$ cat config.mk
export PLATFORM = sky130hd
export DESIGN_NAME = pulse_sequencer
export DESIGN_NICKNAME = d
export VERILOG_FILES = /design/src/rtl/pulse_seq_pkg.sv /design/src/rtl/pulse_sequencer_pulse_gen.sv /design/src/rtl/pulse_sequencer.sv
export SDC_FILE = /design/constraint.sdc
export NUM_CORES = 1
export LEC_CHECK = 0
export ABC_AREA = 1
export BUFFER_PORTS_ARGS = -buffer_cell sky130_fd_sc_hd__buf_2
export CAP_MARGIN = 0
export CORE_MARGIN = 2
export CORE_UTILIZATION = 64
export DETAILED_ROUTE_END_ITERATION = 6
export PLACE_DENSITY_LB_ADDON = 0.3
export SLEW_MARGIN = 30
export SYNTH_ARGS = -nofsm -noshare
export SYNTH_HDL_FRONTEND = slang
export SYNTH_SLANG_ARGS = --single-unit
$ cat constraint.sdc
create_clock -name i_clk -period 10.3 [get_ports i_clk]
set_input_delay 1.03 -clock i_clk [delete_from_list [all_inputs] [get_ports i_clk]]
set_output_delay 1.03 -clock i_clk [all_outputs]
set_load 0.01 [all_outputs]
$ cat src/rtl/pulse_seq_pkg.sv
// Shared types and default widths for the pulse sequencer.
package pulse_seq_pkg;

    localparam int CNT_W_DEF = 16;
    localparam int IDX_W_DEF = 8;

    typedef enum logic [1:0] {
        IDLE,
        HIGH,
        LOW,
        FIN
    } seq_state_t;

endpackage

$ cat src/rtl/pulse_sequencer_pulse_gen.sv
// Single-cycle pulse generator: one registered strobe per rising edge of i_in_pulse.
module pulse_sequencer_pulse_gen (
    input  logic i_clk,
    input  logic i_rst,
    input  logic i_in_pulse,
    output logic o_out_pulse
);

    logic r_in_q;
    logic r_out;

    always_ff @(posedge i_clk) begin
        if (i_rst) begin
            r_in_q <= 1'b0;
            r_out  <= 1'b0;
        end else begin
            r_in_q <= i_in_pulse;
            r_out  <= i_in_pulse & ~r_in_q;
        end
    end

    assign o_out_pulse = r_out;

endmodule

$ cat src/rtl/pulse_sequencer.sv
// Burst trigger sequencer: on a start edge emits cfg_count pulses of width w at period p.
module pulse_sequencer
    import pulse_seq_pkg::*;
#(
    parameter int CNT_W = CNT_W_DEF,
    parameter int IDX_W = IDX_W_DEF
) (
    input  logic             i_clk,
    input  logic             i_rst,
    input  logic             i_start,
    input  logic             i_abort,
    input  logic [IDX_W-1:0] i_cfg_count,
    input  logic [CNT_W-1:0] i_cfg_width,
    input  logic [CNT_W-1:0] i_cfg_period,
    output logic             o_pulse_out,
    output logic [IDX_W-1:0] o_pulse_idx,
    output logic             o_busy,
    output logic             o_done
);

    localparam logic [CNT_W-1:0] C_ONE   = CNT_W'(1);
    localparam logic [IDX_W-1:0] C_IDX_1 = IDX_W'(1);

    logic             w_start_edge;
    logic [CNT_W-1:0] w_width;
    logic [CNT_W:0]   w_width_p1;
    logic [CNT_W-1:0] w_period;

    seq_state_t       r_state;
    logic [CNT_W-1:0] r_cnt;
    logic [IDX_W-1:0] r_count;
    logic [CNT_W-1:0] r_width;
    logic [CNT_W-1:0] r_period;
    logic [IDX_W-1:0] r_idx;
    logic             r_pulse;
    logic             r_busy;
    logic             r_done;

    pulse_sequencer_pulse_gen u_start_edge (
        .i_clk       (i_clk),
        .i_rst       (i_rst),
        .i_in_pulse  (i_start),
        .o_out_pulse (w_start_edge)
    );

    // An all-ones width gives up one cycle so the mandatory low cycle still fits in p.
    always_comb begin
        w_width = i_cfg_width;
        if (i_cfg_width == '0)
            w_width = C_ONE;
        else if (&i_cfg_width)
            w_width = i_cfg_width - C_ONE;
        w_width_p1 = {1'b0, w_width} + {{CNT_W{1'b0}}, 1'b1};
        w_period   = i_cfg_period;
        if (w_width_p1 > {1'b0, i_cfg_period})
            w_period = w_width_p1[CNT_W-1:0];
    end

    always_ff @(posedge i_clk) begin
        if (i_rst) begin
            r_state  <= IDLE;
            r_cnt    <= '0;
            r_count  <= '0;
            r_width  <= '0;
            r_period <= '0;
            r_idx    <= '0;
            r_pulse  <= 1'b0;
            r_busy   <= 1'b0;
            r_done   <= 1'b0;
        end else begin
            r_done <= 1'b0;
            if (i_abort) begin
                r_state <= IDLE;
                r_pulse <= 1'b0;
                r_busy  <= 1'b0;
                r_cnt   <= '0;
            end else begin
                case (r_state)
                    IDLE: begin
                        if (w_start_edge) begin
                            r_count  <= i_cfg_count;
                            r_width  <= w_width;
                            r_period <= w_period;
                            r_idx    <= '0;
                            if (i_cfg_count == '0) begin
                                r_state <= FIN;
                            end else begin
                                r_state <= HIGH;
                                r_pulse <= 1'b1;
                                r_busy  <= 1'b1;
                                r_cnt   <= C_ONE;
                            end
                        end
                    end
                    HIGH: begin
                        r_cnt <= r_cnt + C_ONE;
                        if (r_cnt == r_width) begin
                            r_pulse <= 1'b0;
                            // The last pulse's trailing low cycle is the FIN cycle.
                            r_state <= (r_idx == r_count - C_IDX_1) ? FIN : LOW;
                        end
                    end
                    LOW: begin
                        if (r_cnt == r_period) begin
                            r_state <= HIGH;
                            r_pulse <= 1'b1;
                            r_idx   <= r_idx + C_IDX_1;
                            r_cnt   <= C_ONE;
                        end else begin
                            r_cnt <= r_cnt + C_ONE;
                        end
                    end
                    FIN: begin
                        r_state <= IDLE;
                        r_busy  <= 1'b0;
                        r_done  <= 1'b1;
                        r_cnt   <= '0;
                    end
                    default: r_state <= IDLE;
                endcase
            end
        end
    end

    assign o_pulse_out = r_pulse;
    assign o_pulse_idx = r_idx;
    assign o_busy      = r_busy;
    assign o_done      = r_done;

endmodule
After elaboration in Yosys (flattened, before gate mapping):

Cells that the tools add are included.

* muxes and demuxes: 23
* add/subtract/negate cells: 5
* reduce and logical (&&, ||, !) cells: 14
* equality and inequality tests: 10
* $lt $le $gt $ge: 1
* bitwise operators: 3

Operators with widths (number)
* 2-to-1 mux 16 bit: 6
* case mux 16 bit (4 select lines): 1
* equality test 16 bit: 2
* adder 16 x 1 -> 17 bit, second input constant: 1
* greater-than comparator 17 x 16 -> 1 bit: 1
* adder 16 x 1 -> 16 bit, second input constant: 1
* logical NOT 16 bit: 1
* 2-to-1 mux 8 bit: 2
* case mux 8 bit (2 select lines): 1
* AND reduction 16 bit: 1
* subtractor 16 x 1 -> 16 bit, second input constant: 1
* AND reduction 3 bit: 3
* adder 8 x 1 -> 8 bit, second input constant: 1
* equality test 8 bit: 1
* logical NOT 8 bit: 1
* 2-to-1 mux 2 bit: 4
* case mux 2 bit (4 select lines): 1
* subtractor 8 x 1 -> 8 bit, second input constant: 1
* 2-to-1 mux 1 bit: 6
* != test 2 bit, second input constant: 3
* AND reduction 5 bit: 1
* equality test 2 bit, second input constant: 2
* AND reduction 4 bit: 1
* nonzero test 2 bit: 2
* other kinds (10): 11

* word-level logic and storage cells: 67
* register bits: 71
* input port bits: 44
* output and inout port bits: 11

Depth between registers and ports, before layout:

Gate-level depths: netlist of the first run.

* depth after elaboration: 6
* mapped depth: 29

Hierarchy:

Synthesis of the first run repeated with hierarchy kept, for this count alone.

* cells, all modules: 766
* area, all modules: 5058.6 um^2

Modules (own cells, without submodules)
* pulse_sequencer: cells an instance 760, seq. area each 1381.3 um^2, area an instance 4998.5 um^2, times used 1
* pulse_sequencer_pulse_gen: cells an instance 6, seq. area each 40.0 um^2, area an instance 60.1 um^2, times used 1

Worst setup path before layout of the first run:

Ideal clock, no wire load.

* path kind: in2reg
* start: input port i_cfg_width[0]
* end: register r_period[5]
* setup time: 131 ps
* cell stages on the path: 25
* data arrival time: 3904 ps
* slack: 6266 ps
* cell sequence: inv_1 ha_1 nand3_1 nor2_1 nand3b_1 nand2_1 nor2_4 ha_1 nand4_2 nor2_4 nand3_1 nand2_1 inv_1 ha_1 a21oi_1 o21ai_0 nand2_1 nand2_1 a21oi_1 nand2_1 nand2_1 buf_4 nand3_1 nand3_1 a21oi_2

* longest elaborated chain between the ends: 6
* elaborated cells on any way between the ends: 8
* those cells by class: add/sub: 2; order compare: 1; mux: 3; reduce/logical: 2

RTL lines
* start: declaration: RTL line pulse_sequencer.sv:13 `input logic [CNT_W-1:0] i_cfg_width,`
* subtractor 16 x 1 -> 16 bit / AND reduction 16 bit (equally long branches): RTL line pulse_sequencer.sv:52, pulse_sequencer.sv:51
* 2-to-1 mux 16 bit: RTL line pulse_sequencer.sv:51 `else if (&i_cfg_width)`
* 2-to-1 mux 16 bit *: RTL line pulse_sequencer.sv:49 `if (i_cfg_width == '0)`
* named net w_width[1]: RTL line pulse_sequencer.sv:25 `logic [CNT_W-1:0] w_width;`
* adder 16 x 1 -> 17 bit *: RTL line pulse_sequencer.sv:53 `w_width_p1 = {1'b0, w_width} + {{CNT_W{1'b0}}, 1'b1};`
* greater-than comparator 17 x 16 -> 1 bit: RTL line pulse_sequencer.sv:55 `if (w_width_p1 > {1'b0, i_cfg_period})`
* 2-to-1 mux 16 bit *: RTL line pulse_sequencer.sv:55
* end signal: assignment: RTL line pulse_sequencer.sv:83 `r_period <= w_period;`
* end: declaration: RTL line pulse_sequencer.sv:33 `logic [CNT_W-1:0] r_period;`

Mark *: on every way through the listed nets, which the timed path passes. The rest lies on a longest branch.
A chain may end at the register's enable or synchronous reset.

Worst setup path in the final report of the first run:

* start: input port i_cfg_width[1]
* end: register r_period[3]

* longest elaborated chain between the ends: 6
* elaborated cells on any way between the ends: 8
* those cells by class: add/sub: 2; order compare: 1; mux: 3; reduce/logical: 2

RTL lines (RTL line)
* AND reduction 16 bit: pulse_sequencer.sv:51
* 2-to-1 mux 16 bit: pulse_sequencer.sv:51
* 2-to-1 mux 16 bit *: pulse_sequencer.sv:49
* named net w_width[0]: pulse_sequencer.sv:25
* adder 16 x 1 -> 17 bit *: pulse_sequencer.sv:53
* greater-than comparator 17 x 16 -> 1 bit: pulse_sequencer.sv:55
* 2-to-1 mux 16 bit *: pulse_sequencer.sv:55

Marks and branches as above.

==> run metrics, run 1 <==
pin slew with the least headroom to its limit=~0.79 ns; Die Ht=approximately 92 um; synthesized area=5010 um^2; Placed Area=5270 um^2; Sink Count=71; placer's final routability congestion estimate=between 0.8 and 0.9; largest area contributor in the netlist=dfxtp_1; final instance area=roughly 5500 um^2; ant diodes=0; post-CTS setup buffer count=0; Net Count, Synth=approximately 820; Post-synth EDFFs=0; part of the Yosys area used for sequential elements=0.284; first-pass GRT wire length=roughly 21 mm; CP Cell Sequence=buf_2, inv_1, ha_1, nand3_1, nor2_1, nand3b_1, nand3_4, ha_1, nand4_2, nor2_4, xor2_1, inv_1, ha_1, a21oi_1, nor2_1, nor2_1, nand4_1, nand2_1, nand2_1, nand2_1, nand2_4, nand2_1, nand3_1, a21oi_1; Hold Path Stages=1; core outline area=roughly 7600 um^2; Synth area leaders=dfxtp_1 28%, nand2_1 12%, inv_1 7.3%; Resized Gates After CTS=0; max-slew violation count=0; Fmax=219 MHz; Hold WC Path Type=flip-flop to flip-flop; most frequent cell after synthesis=nand2_1; HP Start=u_start_edge.r_in_q$_SDFF_PP0_; Critical-path top delay cell=nand2_1; WP data required=~11 ns; final setup TNS=0 ns; vias=4979; FF+latch count, synth=roughly 70; unique cell type count in the Yosys netlist=43; FF-to-FF Start=r_state[0]$_SDFFE_PP0P_; CP Data Arrival Time=approximately 4.9 ns; Crit Path Category=input pin to flip-flop; unrepaired setup endpoints after global routing=no; # setup viols final=0; gr usage total=0.311; MaxCap Viol Count=0; largest net degree at the start of global routing=52; status=finished, final reports clean; Die X=just over 90 um; Initial DRT Pass Iterations=6; wire length per cell=between 10 and 15 um; Syn. warnings=0; worst-path fanout max=17; Iter 0 DRT Violations=340; CTS Root Cell=clkbuf_8; Tcrit/Tclk final=0.444; final wirelength=about 13 mm; syn_area_per_cell=around 6.7 um^2; clk slew on worst S/H paths=approximately 0.08 ns; Clock Skews=approximately 0.011 ns; total power=about 0.72 mW; post-route DRC violation count=0; Rel. slew slack=0.473; minimum clock period=4.57 ns; pwr/cell area=between 100 and 150 nW/um^2; Worst setup EP type=flip-flop; layout cell share with drive strength beyond 1=0.142; Initial Util=0.655; cts bufs inserted=9; async set-reset flop share out of synthesis=0; Clock Tree Buf Depth=2; fill cell count=~680; CTS tree=built; top cells by count, synth=158 x nand2_1, 97 x inv_1, 71 x a21oi_1, 71 x dfxtp_1, 66 x nand3_1; HPWL after DPL=between 9 and 10 mm; H-tree Lvls=3; Critical Path Source Type=input pin; Vias/cell=~5.6; Overflow after GRT=0; Nets=approximately 860; row cnt=32; R2R setup slack=7.71 ns; Ports=55; cts hold-fix bufs=0; Worst R2R End=r_count[0]$_SDFFE_PP0P_; VDD IR max=~0.069 mV; Synth top area share=0.284; Reg2Reg Depth=8; antenna viol nets, final=0; die area=8550 um^2; leakage=between 2 and 2.5 nW; Crit path top cell by count=nand2_1; Main synth FF type=dfxtp_1; vias in the first global route=around 4700; initial antenna violation count=0; area grow syn2layout=10.5%; Clock Latency Late Sink=around 0.36 ns; CP peak stage delay=approximately 0.46 ns; port buffer count=54; Hold Path End=u_start_edge.o_out_pulse$_SDFF_PP0_; Final Hold Fails=0; Syn Inst Count=about 750
==> cells by family (layout without fill, tap and decap cells) <==
| group | count (synthesis) | count (layout) | share of synthesized area |
|---|---|---|---|
| DFF | 71 | 71 | 0.284 |
| AOI/OAI and AO/OA | 123 | 123 | 0.132 |
| adders and majority gates | 26 | 26 | 0.0649 |
| and+or+nand+nor | 353 | 353 | 0.336 |
| buffers and inverters | 130 | 173 | 0.107 |
| xor gates and xnor gates | 44 | 44 | 0.0769 |
==> report_power, final <==
part	internal [mW]	total, mW	switching (mW)
logic	0.0456	0.126	0.0804
registers	0.284	0.291	0.00717
clock network	0.186	0.299	0.113
total	0.515	0.715	0.200
==> worst max-delay path by stage <==
stage,start,end,slack [ns],depth (start not counted)
after detailed placement,i_cfg_width[1],r_period[5]$_SDFFE_PP0P_,5.46,24
after global placement,i_cfg_width[12],r_period[5]$_SDFFE_PP0P_,5.66,23
after CTS,i_cfg_width[1],r_period[0]$_SDFFE_PP0P_,5.81,24
final,i_cfg_width[1],r_period[3]$_SDFFE_PP0P_,5.73,24
after floorplan,i_cfg_width[0],r_period[5]$_SDFFE_PP0P_,6.27,25
after global routing,i_cfg_width[1],r_period[2]$_SDFFE_PP0P_,5.33,24
==> critical path: cells and delay by family <==
family	cells	cell delay [ns]
buffers and inverters	3	0.27
AND/OR/NAND/NOR	15	2.22
XOR/XNOR	1	0.32
adder cells (fa/ha/maj)	3	0.73
AO/OA/AOI/OAI	2	0.29
==> registers in the layout, indices dropped and copies added, names as in the netlist <==
register / cells
o_busy: 1
o_done: 1
o_pulse_idx: 8
o_pulse_out: 1
r_cnt: 16
r_count: 8
r_period: 16
r_state: 2
r_width: 16
u_start_edge.o_out_pulse: 1
u_start_edge.r_in_q: 1
==> cells in the final DEF (no fill, tap or decap), drive strengths merged, types with 2 or more instances in the layout <==
cell	count
a21oi	73
buf	55
bufinv	4
clkbuf	9
clkinv	3
dfxtp	71
ha	26
inv	101
nand2	165
nand3	74
nand3b	2
nand4	22
nor2	63
nor3	14
nor3b	3
o211ai	3
o21ai	41
or2	9
xnor2	33
xor2	11
==> cell type report <==
cell class | count | area [um^2] | area share
clock buffers | 9 | 124 | 0.0224
flip-flops and latches | 71 | 1420 | 0.257
clock inverters | 7 | 145 | 0.0262
multi-input cells | 546 | 3060 | 0.552
well taps | 102 | 128 | 0.0230
inverters | 102 | 383 | 0.0691
repair buffers | 55 | 278 | 0.0502
==> through the flow <==
step / hold slack, ns / worst slack (ns) / std cells / utilization
floorplan: 0.373 / 6.27 / 747 / -
global route: 0.407 / 5.33 / 892 / 0.724
CTS: 0.403 / 5.81 / 892 / 0.724
global placement: 0.377 / 5.66 / 876 / 0.689
finish: 0.395 / 5.73 / 892 / 0.724
detailed placement: 0.387 / 5.46 / 876 / 0.689
==> routing by layer <==
metal | global-route usage | share of wire
met1 | 0.383 | 0.43
met2 | 0.535 | 0.48
met3 | 0.0472 | 0.058
met4 | 0.139 | 0.031
met5 | 0 | 0
Note: power is estimated with default switching activity, not from simulation.
==> inputs of run 2 (changes only) <==
Settings changed: ABC_AREA 1 to 0, CORE_UTILIZATION 64 to 54.
Clock period 10.3 ns to 3.88 ns, I/O delays scaled along.
==> run 2 against run 1 <==
Via count fell by 4.2%. Sequential share of layout area fell by 0.70 points. Cell count fell by 9.5%. Flip-flop and latch count did not move. Routed wire length rose by 2.2%. Register-to-register slack got worse by 6.4 ns. Final area rose by 2.8%. Largest cell class unchanged.
==> run metrics, run 2 <==
row cnt=34 (+6.3%); commonest non-fill, non-tap cell in the layout=nand2_1; VDD IR max=0.206 mV (+200%); critical path depth=19 (-21%); port buffer count=54 (unchanged); HPWL after DPL=10.2 mm (+5.6%); # setup viols final=0 (unchanged); post-synthesis xor/xnor area fraction=0.106 (+0.0289); leakage=2.50 nW (+2.6%); Worst setup EP type=flip-flop; vias=4772 (-4.2%); initial antenna violation count=0 (unchanged); FF+latch count, synth=71 (unchanged); Fmax=270 MHz; cts bufs inserted=9 (unchanged); wire length per cell=16.5 um (+13%); Hold WC Path Type=input pin to flip-flop; Clock Skews=0.0108 ns (+0.0000168 ns); max-slew violation count=0 (unchanged); H-tree Lvls=3 (unchanged); Placed Area=5410 um^2 (+2.7%); CP Data Arrival Time=3.93 ns (-0.94 ns); die area=9660 um^2 (+13%); Non-Filler Instances=807 (-9.5%); CTS tree=built; Final Hold Fails=0 (unchanged); Crit path top cell by count=nor2_1; pwr/cell area=312 nW/um^2 (+140%); placer's final routability congestion estimate=0.914 (+5.4%); MaxCap Viol Count=0 (unchanged); Initial Util=0.553 (-0.102); area grow syn2layout=18.6%; Die Ht=98.3 um (+6.3%); Synth area leaders=dfxtp_1 30%, xor2_1 9.1%, ha_1 6.8%; largest family of logic cells by synthesized area=simple AND/OR/NAND/NOR gates; vias in the first global route=4562 (-2.2%); final wirelength=13.3 mm (+2.2%); top cells by count, synth=78 x nand2_1, 71 x dfxtp_1, 50 x xor2_1; largest area contributor in the netlist=dfxtp_1; Ports=55 (unchanged); Hold Path Stages=3 (+2); clk slew on worst S/H paths=0.09 ns (about the same); syn_area_per_cell=7.77 um^2 (+16%); async set-reset flop share out of synthesis=0 (unchanged); Net Count, Synth=688 (-16%); minimum clock period=between 3 and 4 ns; Synth Area in Adders=0.0678 (+0.00284); Syn. warnings=0 (unchanged); Syn Inst Count=618 (-17%); largest net degree at the start of global routing=57 (+9.6%); layout cell share with drive strength beyond 1=0.209 (+0.0671); first-pass GRT wire length=22.1 mm (+3.8%); Main synth FF type=dfxtp_1; status=finished, final reports clean; post-route DRC violation count=0 (unchanged); Rel. slew slack=0.377 (-0.0962); multiplexer share of the synthesized area=0.00730 (+0.00730); Critical-path top delay cell=nor4_4; ant diodes=0 (unchanged); part of the Yosys area used for sequential elements=0.296 (+0.0124); Post-synth EDFFs=0 (unchanged); unique cell type count in the Yosys netlist=57 (+33%); pin slew with the least headroom to its limit=0.934 ns (+0.144 ns); Synth Area in Simple Gates=0.274 (-0.0619); final instance area=5690 um^2 (+2.8%); Overflow after GRT=0 (unchanged); Clock Tree Buf Depth=2 (unchanged); Nets=764 (-11%); worst-path fanout max=8 (-9); cts hold-fix bufs=0 (unchanged); most frequent cell after synthesis=nand2_1; CTS Root Cell=clkbuf_8; synthesized area=4800 um^2 (-4.2%); placed insts=787 (-10%); Tcrit/Tclk final=0.953; Vias/cell=5.91 (+5.9%); most frequent cells in the layout=77 x nand2_1, 71 x dfxtp_1, 54 x buf_2, 50 x xor2_1, 50 x buf_4; antenna viol nets, final=0 (unchanged); CP Cell Sequence=buf_2, nand4_1, nor4_4, a21oi_1, nor2_1, ha_1, nand2_1, nor2_1, o31ai_2, nor2_1, xor2_1, ha_1, nand2_2, nor4_4, a221oi_2, a32oi_2, buf_4, o211ai_1, o211ai_1; Die X=98.3 um (+6.3%); Critical Path Source Type=input pin; gr usage total=0.281 (-0.0297); CP peak stage delay=0.44 ns (-0.02 ns); Iter 0 DRT Violations=294 (-14%); Reg2Reg Depth=7 (-1); Initial DRT Pass Iterations=4 (-2); Sink Count=71 (unchanged); WP data required=4.11 ns (-6.49 ns); Synth Area in Compound Gates=0.187 (+0.0558); worst path bufs/invs=2 (-1); Crit Path Category=input pin to flip-flop; Synth top area share=0.296 (+0.0124); leading registers by flop count=r_cnt: 16 flops, r_period: 16 flops, r_width: 16 flops; Top Family by Delay on Critical Path=simple AND/OR/NAND/NOR gates; Clock Latency Late Sink=0.36 ns (about the same); core outline area=8680 um^2 (+13%)
==> run 2: changes by cell type after synthesis, moves of 11 or more <==
cell and delta:
xnor2_1 -25, nand2_1 -80, o211ai_1 +26, nand3_1 -32
nor2_1 -11, inv_1 -66, a21oi_1 -34, or3_1 +13
xor2_1 +39, nand3b_1 +14
==> run 2: path summary, 6_finish.rpt <==
check | start | to | slack [ns]
worst max-delay path | i_cfg_width[9] | r_period[12]$_SDFFE_PP0P_ | 0.18
worst min-delay path | i_cfg_count[6] | r_count[6]$_SDFFE_PP0P_ | 0.27
worst max register to register | r_state[0]$_SDFFE_PP0P_ | r_period[12]$_SDFFE_PP0P_ | 1.32
worst min register to register | u_start_edge.r_in_q$_SDFF_PP0_ | u_start_edge.o_out_pulse$_SDFF_PP0_ | 0.38
==> run 2: through the flow <==
step	hold slack [ns]	util	total power [mW]	setup slack, ns	setup TNS, ns
3_5_place_dp	0.376	0.624	1.11	-0.260	-2.86
4_1_cts	0.261	0.650	1.77	0.106	0
3_3_place_gp	0.372	0.624	1.10	-0.0780	-0.803
6_report	0.269	0.656	1.78	0.182	0
2_1_floorplan	0.367	-	0.986	0.0143	0
5_1_grt	0.272	0.656	1.85	-0.0231	-0.103
==> run 2: power by group <==
part	internal, mW	switching, mW
sequential	0.749	0.0195
clock	0.369	0.303
combinational	0.142	0.196
==> run 2: repair_timing <==
action,in CTS,in global routing
gates resized for setup,0,7
buffers inserted,0,4
endpoints found under the setup margin,0,16
==> run 2: cells by family (layout without fill, tap and decap cells) <==
logic type	Yosys count	after routing
adder cells (fa/ha/maj)	26	26
multiplexers	3	3
AND/OR/NAND/NOR	254	254
AO/OA/AOI/OAI	136	136
flip-flops	71	71
buffers and inverters	70	151
XOR/XNOR	58	58
==> run 2: cell type report <==
| type | instances | area [um^2] |
|---|---|---|
| Sequential cell | 71 | 1420 |
| Fill cell | 778 | 2990 |
| Clock inverter | 7 | 104 |
| Inverter | 31 | 116 |
| Tap cell | 108 | 135 |
| Multi-Input combinational cell | 477 | 3150 |
| Timing Repair Buffer | 104 | 646 |
| Clock buffer | 9 | 124 |
==> run 2: worst reg2reg max path: cells and delay by family, from the launching register on <==
kind,cells,cell delay (ns)
AND/OR/NAND/NOR,3,1.26
AO/OA/AOI/OAI,2,0.41
flip-flops,1,0.35
adder cells (fa/ha/maj),1,0.34
buffers and inverters,1,0.12
==> run 2: per-layer routing <==
layer	vias to the layer above	track usage	routed length, um
met3	34	0.0444	736
met5	-	0	0
met1	2207	0.377	5880
met2	167	0.457	6250
met4	0	0.109	434
li1	2364	-	-
==> inputs of run 3 (changes only) <==
Settings changed: CORE_MARGIN 2 to 8.
==> run 3 against run 2 <==
Clock power fell by 11%. Routed wire length grew 3.1%. Count of clock-buffer cells in the layout grew 2. Flip-flop and latch count unchanged. Fmax rose by 1.7%. Cell count increased by 0.25%. Core utilization down 0.16 points. Sequential share of layout area grew 0.060 points. Non-clock buffer count increased by 2. Final area shrank 0.24%. Largest power group unchanged.
==> run metrics, run 3 (synthesis results as in run 2) <==
Sink Count=71 (unchanged); post-route DRC violation count=0 (unchanged); MaxCap Viol Count=0 (unchanged); HP Start=i_cfg_count[3]; port buffer count=54 (unchanged); worst-path fanout max=5 (-3); Overflow after GRT=0 (unchanged); Ports=55 (unchanged); final wirelength=13.7 mm (+3.1%); cts hold-fix bufs=0 (unchanged); Hold WC Path Type=input pin to flip-flop; Tcrit/Tclk final=0.937 (-0.0158); first-pass GRT wire length=22.6 mm (+2.4%); Fmax=275 MHz (+1.7%); CP peak stage delay=0.40 ns (-0.04 ns); CP Data Arrival Time=3.86 ns (-0.07 ns); Reg2Reg Depth=7 (unchanged); Critical-path top delay cell=nor4_4; FF-to-FF Start=r_cnt[7]$_SDFFE_PP0P_; initial antenna violation count=0 (unchanged); Nets=766 (+0.26%); total power=1.71 mW (-3.8%); core outline area=8680 um^2 (unchanged); Rel. slew slack=0.405 (+0.0282); final setup TNS=0 ns (unchanged); ant diodes=0 (unchanged); Hold Path End=r_count[3]$_SDFFE_PP0P_; Die X=110 um (+12%); Hold Path Stages=3 (unchanged); area grow syn2layout=18.3%; post-place setup slack=-0.184 ns (+0.0758 ns); Clock Tree Buf Depth=2 (unchanged); clk slew on worst S/H paths=0.08 ns (about the same); HPWL after DPL=10.5 mm (+2.8%); Clock Skews=0.0104 ns (-0.000420 ns); cts bufs inserted=9 (unchanged); PnR worst setup slack=0.243 ns (+0.0612 ns); Die Ht=110 um (+12%); max-slew violation count=0 (unchanged); minimum clock period=3.64 ns (-0.0612 ns); Critical Path Source Type=input pin; row cnt=34 (unchanged); Clock Latency Late Sink=0.35 ns (about the same); pin slew with the least headroom to its limit=0.889 ns (-0.0445 ns); unrepaired setup endpoints after global routing=no; VDD IR max=0.188 mV (-9.0%); wire length per cell=16.9 um (+2.8%); Final Hold Fails=0 (unchanged); Worst setup EP type=flip-flop; Initial DRT Pass Iterations=4 (unchanged); commonest non-fill, non-tap cell in the layout=nand2_1; largest net degree at the start of global routing=57 (unchanged); CTS tree=built; CTS Root Cell=clkbuf_8; WP data required=4.11 ns (about the same); Crit Path Category=input pin to flip-flop; Worst R2R End=r_cnt[9]$_SDFFE_PP0P_; R2R setup slack=1.37 ns (+0.05 ns); Placed Area=5430 um^2 (+0.28%); Iter 0 DRT Violations=418 (+42%); # setup viols final=0 (unchanged); gr usage total=0.232 (-0.0492); most frequent cells in the layout=75 x nand2_1, 71 x dfxtp_1, 54 x buf_2, 51 x buf_4, 50 x xor2_1; H-tree Lvls=3 (unchanged); leakage=2.50 nW (+0.11%); antenna viol nets, final=0 (unchanged); die area=12200 um^2 (+26%); Initial Util=0.553 (unchanged); pwr/cell area=301 nW/um^2 (-3.5%); vias=4792 (+0.42%); final instance area=5680 um^2 (-0.24%); status=finished, final reports clean; vias in the first global route=4582 (+0.44%); CP Cell Sequence=buf_2, nand4_1, nor4_4, a21oi_1, nor2_1, ha_1, nand2_2, nor2_1, o31ai_1, nor2_1, xor2_1, ha_1, nand4_1, nor4_4, a221oi_2, a32oi_2, buf_4, o211ai_1, o211ai_1; layout cell share with drive strength beyond 1=0.210 (+0.000831); Vias/cell=5.92 (+0.17%); Hold WS=0.287 ns (+0.0175 ns); placer's final routability congestion estimate=0.952 (+4.1%); Crit path top cell by count=nor2_1; leading registers by flop count=r_cnt: 16 flops, r_period: 16 flops, r_width: 16 flops
run 3: timing repair:
item	CTS	global route
gates resized for setup	0	8
setup buffers	0	4
setup endpoints to repair	0	16
run 3: per-stage QoR:
step                std cells   util
floorplan                 618      -
global placement          789  0.625
detailed placement        789  0.625
CTS                       805  0.648
global route              809  0.654
finish                    809  0.654
run 3: how the worst max path moves through the flow:
stage / startpoint / to / slack, ns / cells after the start
global placement: i_cfg_width[0] / r_period[3]$_SDFFE_PP0P_ / -0.006 / 20
CTS: i_cfg_width[0] / r_period[3]$_SDFFE_PP0P_ / 0.17 / 20
global route: i_cfg_width[7] / r_period[14]$_SDFFE_PP0P_ / 0.009 / 19
finish: i_cfg_width[7] / r_period[4]$_SDFFE_PP0P_ / 0.24 / 19
floorplan: i_cfg_width[0] / r_period[0]$_SDFFE_PP0P_ / 0.01 / 19
detailed placement: i_cfg_width[0] / r_period[3]$_SDFFE_PP0P_ / -0.18 / 20
run 3: area by class of cell:
class / instances / area, um^2
clock inverters: 5 / 56.3
flip-flops and latches: 71 / 1420
multi-input cells: 477 / 3140
well taps: 108 / 135
fillers: 793 / 3000
repair buffers: 106 / 664
clock buffers: 11 / 141
inverters: 31 / 116
run 3: routing by layer:
layer | wire length, um | global-route usage
met5 | 0 | 0
met4 | 273 | 0.0761
met3 | 734 | 0.0366
met2 | 6530 | 0.377
met1 | 6180 | 0.307
run 3: critical path, delay by kind of cell:
family | cells | cell delay, ns
AO/OA/AOI/OAI | 6 | 1.09
XOR/XNOR | 1 | 0.27
adder cells (fa/ha/maj) | 2 | 0.52
buffers and inverters | 2 | 0.30
AND/OR/NAND/NOR | 8 | 1.28
run 3: power by group:
group	leakage, nW	internal (mW)	switching (mW)
Sequential	0.575	0.749	0.0205
Clock	0.0997	0.315	0.284
Combinational	1.83	0.145	0.198
Total	2.50	1.21	0.502
